==> src/rtl/relu_maxpool2x2_if.sv <==
// Sample stream bundle between an upstream conv filter, the ReLU/max-pool stage
// and the next layer's input FIFO. There is no backpressure on either side.
interface relu_maxpool2x2_if #(
  parameter int DATA_WIDTH = 32
);
  logic                  valid_in;
  logic [DATA_WIDTH-1:0] data_in;
  logic                  valid_out;
  logic [DATA_WIDTH-1:0] data_out;
  logic                  frame_done;

  modport master (
    output valid_in,
    output data_in,
    input  valid_out,
    input  data_out,
    input  frame_done
  );

  modport slave (
    input  valid_in,
    input  data_in,
    output valid_out,
    output data_out,
    output frame_done
  );
endinterface

==> src/rtl/relu_maxpool2x2.sv <==
// ReLU followed by 2x2 stride-2 max pooling on a raster float stream. Uses a
// half-row line buffer; odd trailing columns/rows are dropped (floor pooling).
module relu_maxpool2x2 #(
  parameter int DATA_WIDTH = 32,
  parameter int WIDTH      = 56,
  parameter int HEIGHT     = 56
) (
  input  logic            clk,
  input  logic            rst,
  relu_maxpool2x2_if.slave bus
);

  localparam int COL_W      = (WIDTH  > 4) ? $clog2(WIDTH)  : 2;
  localparam int ROW_W      = (HEIGHT > 4) ? $clog2(HEIGHT) : 2;
  localparam int IDX_W      = COL_W - 1;
  localparam int LBUF_DEPTH = 1 << IDX_W;

  localparam logic [COL_W-1:0] COL_LAST      = COL_W'(WIDTH - 1);
  localparam logic [ROW_W-1:0] ROW_LAST      = ROW_W'(HEIGHT - 1);
  localparam logic [COL_W-1:0] COL_POOL_LAST = COL_W'(2 * (WIDTH / 2) - 1);
  localparam logic [ROW_W-1:0] ROW_POOL_LAST = ROW_W'(2 * (HEIGHT / 2) - 1);

  // Sign bit set (including -0.0) clamps to +0.0.
  function automatic logic [DATA_WIDTH-1:0] relu(input logic [DATA_WIDTH-1:0] x);
    return x[DATA_WIDTH-1] ? '0 : x;
  endfunction

  // Operands are non-negative after ReLU, so raw-bit unsigned order equals float order.
  function automatic logic [DATA_WIDTH-1:0] max_u(input logic [DATA_WIDTH-1:0] a,
                                                  input logic [DATA_WIDTH-1:0] b);
    return (a > b) ? a : b;
  endfunction

  logic [COL_W-1:0]      col;
  logic [ROW_W-1:0]      row;
  logic [DATA_WIDTH-1:0] hreg;
  logic [DATA_WIDTH-1:0] lbuf [LBUF_DEPTH];

  logic [DATA_WIDTH-1:0] relu_p0;
  logic [DATA_WIDTH-1:0] h_p0;
  logic [DATA_WIDTH-1:0] lbuf_rd_p0;
  logic [IDX_W-1:0]      idx_p0;
  logic                  col_pair_p0;
  logic                  row_pair_p0;
  logic                  hreg_wr_p0;
  logic                  lbuf_wr_p0;
  logic                  pool_p0;
  logic                  last_p0;

  logic                  vld_p1;
  logic [DATA_WIDTH-1:0] data_p1;
  logic                  done_p1;

  // ---- stage p0: accepted sample, horizontal pair and line-buffer lookup ----
  always_comb begin
    relu_p0     = relu(bus.data_in);
    h_p0        = max_u(hreg, relu_p0);
    idx_p0      = col[COL_W-1:1];
    lbuf_rd_p0  = lbuf[idx_p0];
    col_pair_p0 = (WIDTH % 2 == 0) || (col != COL_LAST);
    row_pair_p0 = (HEIGHT % 2 == 0) || (row != ROW_LAST);
    hreg_wr_p0  = bus.valid_in && !col[0] && col_pair_p0;
    lbuf_wr_p0  = bus.valid_in && !row[0] && col[0] && row_pair_p0;
    pool_p0     = bus.valid_in && row[0] && col[0];
    last_p0     = pool_p0 && (row == ROW_POOL_LAST) && (col == COL_POOL_LAST);
  end

  always_ff @(posedge clk or negedge rst) begin
    if (!rst) begin
      col <= '0;
      row <= '0;
    end else if (bus.valid_in) begin
      if (col == COL_LAST) begin
        col <= '0;
        row <= (row == ROW_LAST) ? '0 : row + 1'b1;
      end else begin
        col <= col + 1'b1;
      end
    end
  end

  always_ff @(posedge clk or negedge rst) begin
    if (!rst) begin
      hreg <= '0;
    end else if (hreg_wr_p0) begin
      hreg <= relu_p0;
    end
  end

  // Every entry is rewritten on an even row before the following odd row reads it.
  always_ff @(posedge clk) begin
    if (lbuf_wr_p0) begin
      lbuf[idx_p0] <= h_p0;
    end
  end

  // ---- stage p1: registered pooled output ----
  always_ff @(posedge clk or negedge rst) begin
    if (!rst) begin
      vld_p1  <= 1'b0;
      done_p1 <= 1'b0;
      data_p1 <= '0;
    end else begin
      vld_p1  <= pool_p0;
      done_p1 <= last_p0;
      if (pool_p0) begin
        data_p1 <= max_u(lbuf_rd_p0, h_p0);
      end
    end
  end

  assign bus.valid_out  = vld_p1;
  assign bus.data_out   = data_p1;
  assign bus.frame_done = done_p1;

endmodule

==> src/flat_wrapper.sv <==
// flat-port wrapper written by rule: the top's interface ports become plain ports
module relu_maxpool2x2_flat 
#(
  parameter int DATA_WIDTH = 32,
  parameter int WIDTH      = 56,
  parameter int HEIGHT     = 56
)
  (clk, rst, bus_valid_in, bus_data_in, bus_valid_out, bus_data_out, bus_frame_done);
  relu_maxpool2x2_if #(.DATA_WIDTH(DATA_WIDTH)) bus_i ();
  input  logic clk;
  input  logic rst;
  input wire logic [$bits(bus_i.valid_in)-1:0] bus_valid_in;
  input wire logic [$bits(bus_i.data_in)-1:0] bus_data_in;
  output wire logic [$bits(bus_i.valid_out)-1:0] bus_valid_out;
  output wire logic [$bits(bus_i.data_out)-1:0] bus_data_out;
  output wire logic [$bits(bus_i.frame_done)-1:0] bus_frame_done;
  assign bus_i.valid_in = bus_valid_in;
  assign bus_i.data_in = bus_data_in;
  assign bus_valid_out = bus_i.valid_out;
  assign bus_data_out = bus_i.data_out;
  assign bus_frame_done = bus_i.frame_done;
  relu_maxpool2x2 #(.DATA_WIDTH(DATA_WIDTH), .WIDTH(WIDTH), .HEIGHT(HEIGHT)) u_core (.clk(clk), .rst(rst), .bus(bus_i));
endmodule
==> config.mk <==
export PLATFORM = sky130hd
export DESIGN_NAME = relu_maxpool2x2_flat
export DESIGN_NICKNAME = d
export VERILOG_FILES = /design/src/rtl/relu_maxpool2x2_if.sv /design/src/rtl/relu_maxpool2x2.sv /design/src/flat_wrapper.sv
export SDC_FILE = /design/constraint.sdc
export NUM_CORES = 1
export LEC_CHECK = 0
export CAP_MARGIN = 10
export CELL_PAD_IN_SITES_DETAIL_PLACEMENT = 1
export CELL_PAD_IN_SITES_GLOBAL_PLACEMENT = 1
export CORE_ASPECT_RATIO = 0.7
export CORE_MARGIN = 3
export CORE_UTILIZATION = 46
export DETAILED_ROUTE_END_ITERATION = 12
export PLACE_DENSITY = 0.66
export RECOVER_POWER = 50
export SETUP_SLACK_MARGIN = 0.5
export SYNTH_ARGS = -nofsm -noshare
export SYNTH_HDL_FRONTEND = slang
export SYNTH_SLANG_ARGS = --single-unit
==> constraint.sdc <==
create_clock -name clk -period 4.9 [get_ports clk]
set_input_delay 0.98 -clock clk [delete_from_list [all_inputs] [get_ports clk]]
set_output_delay 0.98 -clock clk [all_outputs]
set_load 0.03 [all_outputs]
### Word level (Yosys, flattened, before mapping)

Memory sizes are Yosys's and may differ from the RTL's.
Cells that the tools add are included.

| word-level totals | value |
|---|---|
| bits in registers | 78 |
| bits in writable memories | 1,024 |
| input bits | 35 |
| output and inout bits | 34 |
| word-level logic and storage cells | 30 |
| memories | 1 |

| operators by class | value |
|---|---|
| add/subtract/negate cells | 2 |
| $lt $le $gt $ge | 2 |
| equality and inequality tests | 2 |
| muxes and demuxes | 7 |
| reduce and logical (&&, ||, !) cells | 10 |

Memory list:

| name | words | width | read ports | clocked after Yosys merged registers in | write ports | line | text |
|---|---|---|---|---|---|---|---|
| u_core.lbuf | 32 | 32 | 1 | 0 | 1 | relu_maxpool2x2.sv:37 | `logic [DATA_WIDTH-1:0] lbuf [LBUF_DEPTH];` |

Operators by type and width:

| kind | number |
|---|---|
| $gt 32x32->1 | 2 |
| $mux 32 | 2 |
| $mux 31 | 1 |
| $add 6x1->6 const B | 2 |
| $eq 6x6->1 const B | 2 |
| $mux 6 | 2 |
| $logic_and 1x1->1 | 7 |
| $logic_not 1->1 | 2 |
| $mux 1 | 2 |
| $reduce_and 2->1 | 1 |

### Longest topological paths before layout

Gate-level depths: netlist of run 1.

| depth | value |
|---|---|
| word-level depth | 5 |
| depth in mapped cells | 21 |
| depth with buffers taken out | 18 |

### Least setup slack after synthesis of run 1

Ideal clock, no wire load.

| path | value |
|---|---|
| path type | input-to-reg |
| start point | in bus_data_in[31] |
| end point | reg u_core.data_p1[29], in the netlist u_core.bus.data_out[29] |
| setup time | 135 ps |
| arrival | 4,980 ps |
| required time | 4,765 ps |
| slack | -215 ps |
| cell stages on the path | 21 |
| buffers on the path | 3 |
| path through | clkbuf_1 nor2b_1 inv_1 ha_1 nand4_1 nor4_2 a21bo_2 a31oi_2 o32ai_4 buf_4 mux2i_1 inv_1 ha_1 nor2b_1 o211ai_1 a21boi_0 or4b_1 a22o_1 buf_1 nand3_1 o211ai_1 |

| between the ends | value |
|---|---|
| longest elaborated chain between the ends | 5 |

RTL lines:

| element | line | text |
|---|---|---|
| from (decl) | flat_wrapper.sv:13 | `input wire logic [$bits(bus_i.data_in)-1:0] bus_data_in;` |
| $mux 31 * | relu_maxpool2x2.sv:25 | `return x[DATA_WIDTH-1] ? '0 : x;` |
| $gt 32x32->1 | relu_maxpool2x2.sv:31 | `return (a > b) ? a : b;` |
| $mux 32 * | relu_maxpool2x2.sv:31 |  |
| via u_core.h_p0[0] | relu_maxpool2x2.sv:40 | `logic [DATA_WIDTH-1:0] h_p0;` |
| $gt 32x32->1 * | relu_maxpool2x2.sv:31 |  |
| $mux 32 * | relu_maxpool2x2.sv:31 |  |
| to (signal assigned) | relu_maxpool2x2.sv:107 | `data_p1 <= max_u(lbuf_rd_p0, h_p0);` |
| to (decl) | relu_maxpool2x2.sv:51 | `logic [DATA_WIDTH-1:0] data_p1;` |

The timed path passes the listed nets; every way through them passes the cells marked *.
A chain may end at the register's enable or synchronous reset.

### Worst setup path after layout of run 1

| path | value |
|---|---|
| start point | in bus_data_in[31] |
| end point | reg u_core.data_p1[19], in the netlist u_core.bus.data_out[19] |

| between the ends | value |
|---|---|
| longest elaborated chain between the ends | 5 |

RTL lines:

| element | line |
|---|---|
| $mux 31 * | relu_maxpool2x2.sv:25 |
| $gt 32x32->1 | relu_maxpool2x2.sv:31 |
| $mux 32 * | relu_maxpool2x2.sv:31 |
| $gt 32x32->1 | relu_maxpool2x2.sv:31 |
| $mux 32 * | relu_maxpool2x2.sv:31 |

Mark *: on every way between the ends. The rest lies on a longest branch, timed or not.

==> results.cfg, run 1 <==
[pwr]
power.share.combinational = 0.355
p_int_uw = 19470
p_seq_frac = 0.381
peakVddDrop_mv = 0.3294
p_clk_frac = 0.264
p_leak_uw = 0.01723
swShare = 0.3325
power.density_mw_per_mm2 = 565.6
switching_power_uw = 9700

[global_routing]
antenna_found_initial = 1
track_usage = 0.2717
grt-ovfl-total = 0
grt_max_degree = 55
grt_pass1_wl_mm = 185.2
grt_pass1_vias = 25060

[synthesis]
ys_seq_area_frac = 0.7429
netlist_area_sq_mm = 0.04266
synth_top_area_share = 0.6983
syn_inst = 2172
synthArstFlopShare = 0.07116
syn_nets = 2271
ys_ff_latch = 1068
syn_avg_cell_area_sq_um = 19.64
synth_top_area_cell = edfxtp_1
synth.area.top_cells = edfxtp_1, mux4_2, dfrtp_1
yosys_warnings = 0
synth.distinct_cells = 55
ys.flop_type = edfxtp_1
synth-edff-count = 992

[finish]
nets = 2599
fin_cells = 3803
layout_commonest_cell = edfxtp_1
drive_gt1_frac = 0.3351
final_cell_area_sq_mm = 0.05158
diodes = 0
area_growth_pct = 20.92
final_cell_mix = edfxtp_1, mux4_2, buf_4
fill_cells = 7934
post-route-util = 0.5672

[worst_setup_path]
cp_slowest_cell = or4b_4
start_kind = input port
max_stage_delay_ns = 0.53
path_delay_family = simple AND/OR/NAND/NOR gates
crit_path_end_kind = register
required_ns = 5.50
critical_path_class = input port to register
crit_top_cell = buf_12
crit_path_max_fanout = 7
worst_ep_arrival_time_ns = 5.56
cp.buffers_inverters = 8
cp_cell_sequence = buf_12, buf_8, nor2b_4, inv_2, ha_4, nand4_1, buf_4, nor4_4, a21bo_2, a31oi_4, o32ai_4, buf_12, buf_12, buf_16, a22oi_2, ha_1, nand4_1, nor3_2, a21boi_2, or4b_4, a22oi_2, nand2_4, buf_8, o211ai_1

[route]
dr_wl_met3_mm = 10.76
route.met2.wl_mm = 61.50
wl_met1_mm = 54.94
first_pass_iters = 5
drc_errors = 0
dr.max_layer_used = met5
num_vias = 24030
wl_mm = 130.0
drt_iter0_markers = 3050
via_per_inst = 6.318
wl_per_cell_um = 34.19
ant_nets = 0

[timing]
fmax_mhz = 201.6
rsz0062_at_grt = true
finalHoldViolCount = 0
fin_crit_ns = 4.959
setup_slack_ns = -0.05918
slew_violations = 40
finalSetupViolCount = 21
holdWs_ns = 0.4843
finClkSkew_ns = 0.02625
fin_crit_sh = 1.012
max-slew-margin-rel = -0.7026
tightest_slew_ns = 2.554

[placement]
gp_congestion = 0.8368
port_buffers = 67
post-dp-hpwl_mm = 73.95
placed_cells = 3571
place_area_sq_mm = 0.04734

[clocking]
clkSinkCount = 1068
root_buffer = clkbuf_16
path_clk_slew_ns = 0.07
h-tree-depth = 3
tritoncts = yes
clockBufferDepth = 3
clkLatencyLatePin_ns = 0.70
holdBufCountCts = 0
cts_buffers = 97

[min_path]
min_path_type = register to register

[floorplanning]
num_io_pins = 69
core_sq_mm = 0.09094
die_width_um = 370.0
initial_core_util = 0.4691
rows = 92
fp.dieArea_sq_mm = 0.09648
dieHeight_um = 260.8

[status]
violations = max-capacitance violations, max-slew violations, negative setup slack
outcome = complete, but fails checks

[job]
maxCapViolations = 1
==> metal layers <==
metal  vias up  global-route usage
li1       9591                   -
met1     13020              0.3997
met2      1216              0.4264
met3       198             0.04884
met4         2             0.06318
met5         -                   0
==> per-stage QoR <==
stage               total power (uW)  setup WS (ns)  setup TNS [ns]
global placement               20670        -0.8821          -26.32
detailed placement             20970        -0.9928          -29.27
finish                         29170       -0.05918         -0.4979
global route                   30310        -0.2161          -5.509
floorplan                      16790        0.08288               0
CTS                            29060         0.1585               0
==> flip-flops by register name (all words and copies together) (netlist names) <==
name / cells
u_core.col: 6
u_core.row: 6
u_core.bus.frame_done: 1
u_core.bus.data_out: 31
u_core.lbuf: 992
u_core.hreg: 31
u_core.bus.valid_out: 1
==> path summary, 6_finish.rpt <==
kind                                 start                       to  slack (ns)  cells after the start
max                        bus_data_in[31]  u_core.bus.data_out[19]       -0.06                     24
min                          u_core.row[5]            u_core.row[5]        0.48                      1
max reg2reg                  u_core.col[1]  u_core.bus.data_out[19]       -0.02                     15
min reg2reg                  u_core.row[5]            u_core.row[5]        0.48                      1
max in group asynchronous              rst            u_core.col[2]        1.55                      2
min in group asynchronous              rst          u_core.hreg[23]        1.08                      1
==> Yosys cell counts (all sizes together) (2+ instances only) <==
cell type / count
a211oi: 5
a21o: 4
a21oi: 24
a221oi: 2
a22o: 8
a22oi: 148
and2: 32
and3: 3
buf: 50
clkbuf: 71
dfrtp: 76
edfxtp: 992
ha: 64
inv: 67
mux2: 2
mux4: 248
nand2: 90
nand2b: 7
nand3: 43
nand4: 42
nor2: 47
nor2b: 33
nor3: 6
nor4: 4
o211ai: 33
o21ai: 44
or2: 3
or3: 5
or4b: 2
xnor2: 2
==> cell type report <==
type / instances / area (sq um) / share of cell area
clock buffer: 120 / 2576 / 0.04995
sequential: 1068 / 31690 / 0.6145
tap: 1222 / 1529 / 0.02964
multi-input combinational: 916 / 11170 / 0.2166
timing repair buffer: 350 / 3757 / 0.07285
clock inverter: 60 / 600.6 / 0.01164
inverter: 67 / 251.5 / 0.004876
==> power by group through the flow <==
stage	clock, uW	combinational (uW)	sequential [uW]
after floorplan	0	5580	11200
after global placement	0	9370	11300
after detailed placement	0	9640	11300
after CTS	7820	10100	11100
after global routing	8210	11000	11100
final	7710	10400	11100
==> what timing repair did <==
item                                    CTS  global route
pin swaps                                50            28
endpoints found under the hold margin     0             0
setup buffers                            25            22
cloned                                    3             2
endpoints found under the setup margin   31            31
resized for setup                       106            35
==> logic make-up after synthesis <==
kind of cell    Yosys count  synth area share
flops                  1068            0.7429
simple gates            322           0.03840
xor+xnor                  3         0.0006161
fa+ha+maj                64           0.01877
mux                     251            0.1317
buf+inv                 188           0.01877
other cells               1        0.00008791
compound gates          275           0.04872
Power figures use the tool's default switching activity.
==> inputs of run 2 (changes only) <==
CTS_BUF_LIST = sky130_fd_sc_hd__clkbuf_4   (was default)
==> results.cfg, run 2 (same netlist as run 1, synthesis figures left out) <==
[placement]
port_buffers = 67
place_area_sq_mm = 0.04734
post-dp-hpwl_mm = 73.95
place_worst_setup_slack_ns = -0.9928
placed_cells = 3571
gp_congestion = 0.8368

[job]
maxCapViolations = 25

[worst_setup_path]
worst_ep_arrival_time_ns = 5.38
crit_start = u_core.col[2]
max_stage_delay_ns = 1.34
path_delay_family = simple AND/OR/NAND/NOR gates
critical_path_class = register to register
start_kind = register
r2r_cells = 5
reg2reg_from = u_core.col[2]
cp.buffers_inverters = 2
r2r_end = u_core.lbuf[13][6]
required_ns = 5.63
crit_path_max_fanout = 14
crit_path_end_kind = register
cp_cell_sequence = clkbuf_1, nor3_1, nand2_1, nor2_1, clkbuf_1
regToRegSetupSlack_ns = 0.25
crit_top_cell = clkbuf_1
cp_slowest_cell = nor2_1

[floorplanning]
die_width_um = 370.0
dieHeight_um = 260.8
num_io_pins = 69
rows = 92
initial_core_util = 0.4691
fp.dieArea_sq_mm = 0.09648
core_sq_mm = 0.09094

[finish]
layout_commonest_cell = edfxtp_1
nets = 2743
fin_cells = 4047
top_register = u_core.lbuf
area_growth_pct = 18.48
fill_cells = 8259
final_cell_mix = edfxtp_1, clkbuf_4, mux4_2
drive_gt1_frac = 0.3582
final_cell_area_sq_mm = 0.05054
largest_reg_flops = 992

[global_routing]
antenna_found_initial = 6
grt_max_degree = 55
grt_pass1_vias = 25930
grt_pass1_wl_mm = 186.9
grt-ovfl-total = 0
track_usage = 0.2748

[clocking]
path_clk_slew_ns = 0.08
root_buffer = clkbuf_4
clkLatencyLatePin_ns = 1.16
h-tree-depth = 4
cts_buffers = 241
clockBufferDepth = 3
clkSinkCount = 1068
tritoncts = yes

[timing]
rsz0062_at_grt = true
slew_violations = 663
finalSetupViolCount = 0
finClkSkew_ns = 0.06090
fin_crit_ns = 4.651
fmax_mhz = 215.0
tightest_slew_ns = 2.590
fin_crit_sh = 0.9491
setup_slack_ns = 0.2493
finalHoldViolCount = 0
max-slew-margin-rel = -0.7270
holdWs_ns = 0.2249

[min_path]
worstHoldEndpoint = u_core.hreg[17]
min_from = bus_data_in[31]
min_path_type = input port to register
hold_depth = 4

[status]
outcome = complete, but fails checks
violations = max-capacitance violations, max-slew violations

[route]
drc_errors = 0
wl_per_cell_um = 32.48
wl_mm = 131.5
first_pass_iters = 6
ant_nets = 0
via_per_inst = 6.180
num_vias = 25010
drt_iter0_markers = 3199

[pwr]
power.density_mw_per_mm2 = 561.6
p_leak_uw = 0.01721
peakVddDrop_mv = 0.3729
## run 2: per-layer routing
layer,vias up,global-route usage,part of all wire
li1,10040,-,-
met1,13380,0.3948,0.42
met2,1372,0.4199,0.47
met3,216,0.06067,0.091
met4,6,0.09222,0.025
met5,-,0,0.00026
## run 2: worst max-delay path by stage
stage | end | depth (start not counted)
after floorplan | u_core.bus.data_out[24] | 21
after global placement | u_core.bus.data_out[24] | 21
after detailed placement | u_core.bus.data_out[24] | 22
after CTS | u_core.bus.data_out[22] | 19
after global routing | u_core.bus.data_out[3] | 24
final | u_core.lbuf[13][6] | 5
## run 2: what timing repair did
| action | 4_1_cts | 5_1_grt |
|---|---|---|
| resized for setup | 33 | 55 |
| endpoints found under the hold margin | 38 | 0 |
| buffers inserted | 25 | 21 |
| hold buffers | 1 | 0 |
| pin swaps | 20 | 27 |
| gates cloned | 3 | 2 |
| endpoints found under the setup margin | 31 | 31 |
## run 2: report_power, final
| part | switching [uW] | internal, uW | leakage, uW | total, uW |
|---|---|---|---|---|
| clock network | 3540 | 3450 | 0.00179 | 6990 |
| logic | 5970 | 4330 | 0.00532 | 10300 |
| registers | 236 | 10900 | 0.0101 | 11100 |
| total | 9740 | 18600 | 0.0172 | 28400 |
## run 2: through the flow
| stage | util | total power (uW) | setup TNS, ns |
|---|---|---|---|
| after floorplan | - | 16790 | 0 |
| after global placement | 0.5206 | 20670 | -26.32 |
| after detailed placement | 0.5206 | 20970 | -29.27 |
| after CTS | 0.5586 | 28450 | 0 |
| after global routing | 0.5557 | 29680 | 0 |
| final | 0.5557 | 28380 | 0 |
## run 2: final cells by class
class / count / area, sq um / area share
inverter: 67 / 255.2 / 0.005051
clock inverter: 55 / 307.8 / 0.006090
clock buffer: 361 / 2710 / 0.05363
multi-input combinational: 917 / 10790 / 0.2134
sequential: 1068 / 31690 / 0.6271
tap: 1222 / 1529 / 0.03025
antenna: 8 / 20.02 / 0.0003961
timing repair buffer: 349 / 3236 / 0.06402
## run 2: tightest hold or removal path, cell delays in order
cell	delay, ns
buf_6	0.14
nor2b_4	0.05
inv_1	0.07
o21ai_0	0.09
